### config.mk
export PLATFORM = sky130hd
export DESIGN_NAME = vram_arbiter
export DESIGN_NICKNAME = d
export VERILOG_FILES = /design/src/rtl/vram_arbiter.sv
export SDC_FILE = /design/constraint.sdc
export NUM_CORES = 1
export LEC_CHECK = 0
export CAP_MARGIN = 20
export CORE_AREA = 10 10 129 131
export CTS_BUF_LIST = sky130_fd_sc_hd__clkbuf_4
export CTS_CLUSTER_SIZE = 16
export DETAILED_ROUTE_END_ITERATION = 6
export DIE_AREA = 0 0 139 141
export GPL_TIMING_DRIVEN = 1
export HOLD_SLACK_MARGIN = 0.06
export PLACE_DENSITY_LB_ADDON = 0.25
export SYNTH_ARGS = -nofsm -noshare
export SYNTH_HDL_FRONTEND = slang
export SYNTH_SLANG_ARGS = --single-unit
export TNS_END_PERCENT = 10
### constraint.sdc
create_clock -name clk_ram -period 2.1 [get_ports clk_ram]
set_clock_uncertainty 0.15 [all_clocks]
set_input_delay 0.21 -clock clk_ram [delete_from_list [all_inputs] [get_ports clk_ram]]
set_output_delay 0.21 -clock clk_ram [all_outputs]
set_load 0.05 [all_outputs]
### src/rtl/vram_arbiter.sv
// vram_arbiter: shares one single-port 32-bit VRAM between CPU byte writes
// (buffered in a small FIFO) and fixed-latency video fetch reads.
// Video fetch always wins; queued writes drain in slots with no fetch.
module vram_arbiter #(
  parameter int FIFO_DEPTH = 4,
  parameter int RAM_LAT    = 1
) (
  input  logic        clk_ram,
  input  logic        reset,
  input  logic [15:0] cpu_addr,
  input  logic [7:0]  cpu_din,
  input  logic        cpu_we,
  output logic        cpu_full,
  output logic        wr_overflow,
  input  logic        ovf_clr,
  input  logic        vid_req,
  input  logic [12:0] vid_addr,
  output logic [31:0] vid_q,
  output logic        vid_valid,
  output logic [12:0] ram_addr,
  output logic        ram_we,
  output logic [3:0]  ram_be,
  output logic [31:0] ram_wdata,
  input  logic [31:0] ram_rdata
);

  localparam int AW = $clog2(FIFO_DEPTH);
  localparam int CW = AW + 1;
  localparam logic [CW-1:0] FULL_CNT = CW'(FIFO_DEPTH);

  typedef struct packed {
    logic [12:0] word;
    logic [1:0]  lane;
    logic [7:0]  data;
  } wr_req_t;

  typedef enum logic [1:0] {IDLE, READ, WRITE} state_t;

  wr_req_t         fifo_mem [FIFO_DEPTH];
  logic [AW-1:0]   wr_ptr, rd_ptr;
  logic [CW-1:0]   count;
  wr_req_t         head;
  wr_req_t         new_req;
  logic            vram_wr, empty, push, pop, drop;
  state_t          state_q, state_d;
  logic [RAM_LAT:1] vld_pipe;

  // Fullness uses occupancy at the start of the cycle; a same-cycle pop
  // never makes room for the incoming write.
  assign vram_wr  = cpu_we & cpu_addr[15];
  assign cpu_full = (count == FULL_CNT);
  assign empty    = (count == '0);
  assign push     = vram_wr & ~cpu_full;
  assign drop     = vram_wr & cpu_full;
  assign head     = fifo_mem[rd_ptr];
  assign new_req  = '{word: cpu_addr[12:0], lane: cpu_addr[14:13], data: cpu_din};

  // FIFO storage: data only, validity is tracked by the pointers.
  always_ff @(posedge clk_ram) begin
    if (push) fifo_mem[wr_ptr] <= new_req;
  end

  // FIFO pointers and occupancy; pointers wrap naturally at power-of-two depth.
  always_ff @(posedge clk_ram or posedge reset) begin
    if (reset) begin
      wr_ptr <= '0;
      rd_ptr <= '0;
      count  <= '0;
    end else begin
      if (push) wr_ptr <= wr_ptr + 1'b1;
      if (pop)  rd_ptr <= rd_ptr + 1'b1;
      case ({push, pop})
        2'b10:   count <= count + 1'b1;
        2'b01:   count <= count - 1'b1;
        default: count <= count;
      endcase
    end
  end

  // Sticky overflow flag; a drop in the same cycle as a clear keeps it set.
  always_ff @(posedge clk_ram or posedge reset) begin
    if (reset)        wr_overflow <= 1'b0;
    else if (drop)    wr_overflow <= 1'b1;
    else if (ovf_clr) wr_overflow <= 1'b0;
  end

  // Issue decision: fetch first, otherwise pop one queued write.
  always_comb begin
    state_d = IDLE;
    pop     = 1'b0;
    if (vid_req) begin
      state_d = READ;
    end else if (!empty) begin
      state_d = WRITE;
      pop     = 1'b1;
    end
  end

  // Issue state register.
  always_ff @(posedge clk_ram or posedge reset) begin
    if (reset) state_q <= IDLE;
    else       state_q <= state_d;
  end

  // Registered RAM port; address holds its last value in idle cycles.
  always_ff @(posedge clk_ram or posedge reset) begin
    if (reset) begin
      ram_addr  <= '0;
      ram_we    <= 1'b0;
      ram_be    <= '0;
      ram_wdata <= '0;
    end else begin
      case (state_d)
        READ: begin
          ram_addr <= vid_addr;
          ram_we   <= 1'b0;
          ram_be   <= '0;
        end
        WRITE: begin
          ram_addr  <= head.word;
          ram_we    <= 1'b1;
          ram_be    <= 4'b0001 << head.lane;
          ram_wdata <= {4{head.data}};
        end
        default: begin
          ram_we <= 1'b0;
          ram_be <= '0;
        end
      endcase
    end
  end

  // Read-latency tracker: bit k is set k cycles after a read sits on the port.
  always_ff @(posedge clk_ram or posedge reset) begin
    if (reset) begin
      vld_pipe <= '0;
    end else begin
      vld_pipe[1] <= (state_q == READ);
      for (int k = 2; k <= RAM_LAT; k++) vld_pipe[k] <= vld_pipe[k-1];
    end
  end

  // Capture returning RAM data into the video output register.
  always_ff @(posedge clk_ram or posedge reset) begin
    if (reset) begin
      vid_valid <= 1'b0;
      vid_q     <= '0;
    end else begin
      vid_valid <= vld_pipe[RAM_LAT];
      if (vld_pipe[RAM_LAT]) vid_q <= ram_rdata;
    end
  end

endmodule

==> impl_metrics.tcl <==
set metrics [dict create \
    clkPwrFrac_pct 13.8 \
    wl_per_cell_microns 19.2 \
    hold_start "ram_rdata[11]" \
    synth_edf_count 92 \
    leakagePower_nw 3.33 \
    clk_pin_slew_ps 120 \
    cts_setup_buffers 0 \
    rrSetupSlack_ps 120 \
    ir_drop_v 0.000700 \
    timing.final.crit_share_pct 94.2 \
    cts_sinks 162 \
    min_period_ps 1980 \
    hold_viol_final 0 \
    avgViaCountPerCell 4.96 \
    timing.fmax_mhz 506 \
    hpwl_microns 9290 \
    path_class "reg -> reg" \
    clock_path_buffers 2 \
    grt_max_degree 71 \
    htreeDepth 4 \
    area_growth_pct 31.3 \
    ys_seq_area_share_pct 71.3 \
    synthFlopType "edfxtp_1" \
    maxUsedRoutingLayer "met4" \
    rsz0062_at_grt "no" \
    worst_slew_pin_slew_ps 924 \
    fp.dieH_microns 141 \
    p_seq_share_pct 38.4 \
    cp-end-kind "flop" \
    vias 3431 \
    diodes 0 \
    cts_root_buf "clkbuf_4" \
    synth_area_sq_um 6330 \
    wl_met3_microns 1090 \
    pwr-share-comb_pct 47.8 \
    internal-power_mw 6.52 \
    setup_violations 0 \
    first_iter_violations 166 \
    ys_warn_count 0 \
    grt_usage_pct 13.8 \
    grt_pass1_vias 3806 \
    clk_latency_ps 530 \
    cp-start-kind "flop" \
    swShare_pct 43.0 \
    dr_wl_met2_microns 6390 \
    drt_wl_total_microns 13300 \
    grt_overflow 0 \
    postSynthCellCount 332 \
    io_pins 159 \
    ys_seq_elements 162 \
    p_sw_mw 4.91 \
    core_area_sq_um 14200 \
    syn-num-nets 412 \
    min_path_type "in -> reg" \
    synthDistinctLibCells 35 \
    ys_async_sr_fraction_pct 43.2 \
    cp_max_fo 2 \
    max_cap_viol_count 0 \
    arrival_ps 2300 \
    antenna_found_initial 0 \
    ant_nets 0 \
    row_count 44 \
    finalSetupTns_ps 0 \
    routabilityCongestion 0.761 \
    cts_tree "built" \
    worstPathRequired_ps 2420 \
    nets 576 \
    r2r_end "count[2]$_DFFE_PP0P_" \
    status "completed" \
    drcViolationCount 0 \
    drt_pre_antenna_iters 4 \
    drv_slew 0 \
    crit_start "count[1]$_DFFE_PP0P_" \
    initial_utilization_pct 44.6 \
    final_area_sq_um 8320 \
    portBuffers 158 \
    syn_area_per_cell_sq_um 19.1 \
    cts_buffers 17 \
    r2r-start "count[1]$_DFFE_PP0P_" \
    grt_pass1_wl_microns 21200 \
    power-per-cell-area_nw_per_um2 1370 \
    wl_met1_microns 5640 \
    slew_headroom_pct 37.9 \
    dieWidth_microns 139 \
    dpl_cell_area_sq_um 8150 \
    layout-drive-gt1-share_pct 24.6 \
    die-area_sq_um 19600 \
    endpoint "count[2]$_DFFE_PP0P_" \
    reg2regPathDepth 9 \
]
[worst max-delay path, cell delays in order (launching register included)]
cell and delay [ps]:
dfrtp_2 440, nor3b_4 250, nor2_4 40, inv_1 50
ha_2 180, inv_2 40, fa_2 330, xor2_1 150
nor2_1 120, xor2_1 150
[through the flow]
step	power (mW)	std cells	hold slack (ps)	utilization [%]	setup WS, ps
2_1_floorplan	8.72	332	91.4	-	-267
3_3_place_gp	10.4	658	233	57.4	35.9
3_5_place_dp	10.5	658	240	57.4	-23.6
4_1_cts	11.6	692	66.3	58.5	2.17
5_1_grt	12.0	692	69.2	58.6	1.99
6_report	11.4	692	132	58.6	122
[sequential cells by signal, summed over array words and instances (netlist names), 2 cells and up]
register	count
count	3
fifo_mem	92
rd_ptr	2
ram_wdata	8
state_q	2
vid_q	32
ram_be	4
ram_addr	13
wr_ptr	2
[Yosys cell counts, types with 4 or more instances]
library cell	instances	area, sq um
mux2_4	5	75.1
a21o_1	13	97.6
a22o_1	13	114
xor2_1	4	35.0
edfxtp_1	92	2760
ha_1	5	62.6
and2_1	4	25.0
dfrtp_1	70	1750
mux2_2	34	383
clkbuf_1	4	15.0
buf_4	25	188
inv_1	8	30.0
mux4_2	22	495
buf_2	7	35.0
[worst min path at each step]
stage                                        to  cells after the start
after floorplan            state_q[0]$_DFF_PP0_                      0
after global placement       vld_pipe$_DFF_PP0_                      1
after detailed placement     vld_pipe$_DFF_PP0_                      1
after CTS                 vid_q[12]$_DFFE_PP0P_                      2
after global routing      vid_q[11]$_DFFE_PP0P_                      2
final                     vid_q[11]$_DFFE_PP0P_                      2
[final cells by class]
| class | count | area, sq um |
|---|---|---|
| multi-input cells | 123 | 1530 |
| repair buffers | 184 | 1770 |
| well taps | 184 | 230 |
| clock inverters | 12 | 93.8 |
| fillers | 1130 | 5890 |
| inverters | 8 | 31.3 |
| flip-flops and latches | 162 | 4520 |
| clock buffers | 19 | 143 |
[repair_timing]
item,in CTS,in global routing
hold buffers,3,0
setup endpoints to repair,83,1
endpoints found under the hold margin,71,0
resized for setup,83,1
[power groups by stage]
stage / sequential [mW] / combinational [mW] / clock, mW
2_1_floorplan: 5.85 / 2.86 / 0
3_3_place_gp: 4.46 / 5.94 / 0
3_5_place_dp: 4.49 / 5.99 / 0
4_1_cts: 4.40 / 5.57 / 1.64
5_1_grt: 4.48 / 5.77 / 1.77
6_report: 4.39 / 5.47 / 1.58
[routing by layer]
layer	global-route usage [%]	up-vias
li1	-	1570
met1	16.1	1709
met2	22.6	137
met3	5.68	15
met4	4.83	0
met5	0	-
[cells in the final DEF, fill, tap and decap left out, types with 3 or more instances in the layout]
master            n
and2_1            4
a22o_1           13
edfxtp_1         92
clkdlybuf4s50_1  73
ha_1              4
mux4_2           22
a21o_1           13
mux2_2           34
dlygate4sd3_1     3
buf_4            17
clkinv_2          4
xor2_1            4
buf_12            7
mux2_4            5
clkinvlp_4        5
clkinv_1          3
dfrtp_1          67
dlygate4sd2_1    83
dfrtp_2           3
clkbuf_4         19
inv_1             6
[kinds of logic (layout without fill, tap and decap cells)]
group                    after synthesis  after routing  synth area share (%)
AO/OA/AOI/OAI                         27             27                  3.42
XOR/XNOR                               6              6                 0.830
adder cells (fa/ha/maj)                6              6                  1.30
buffers and inverters                 47            223                  4.90
flip-flops                           162            162                  71.3
multiplexers                          65             65                  16.0
AND/OR/NAND/NOR                       19             19                  2.27
Power figures use the tool's default switching activity.
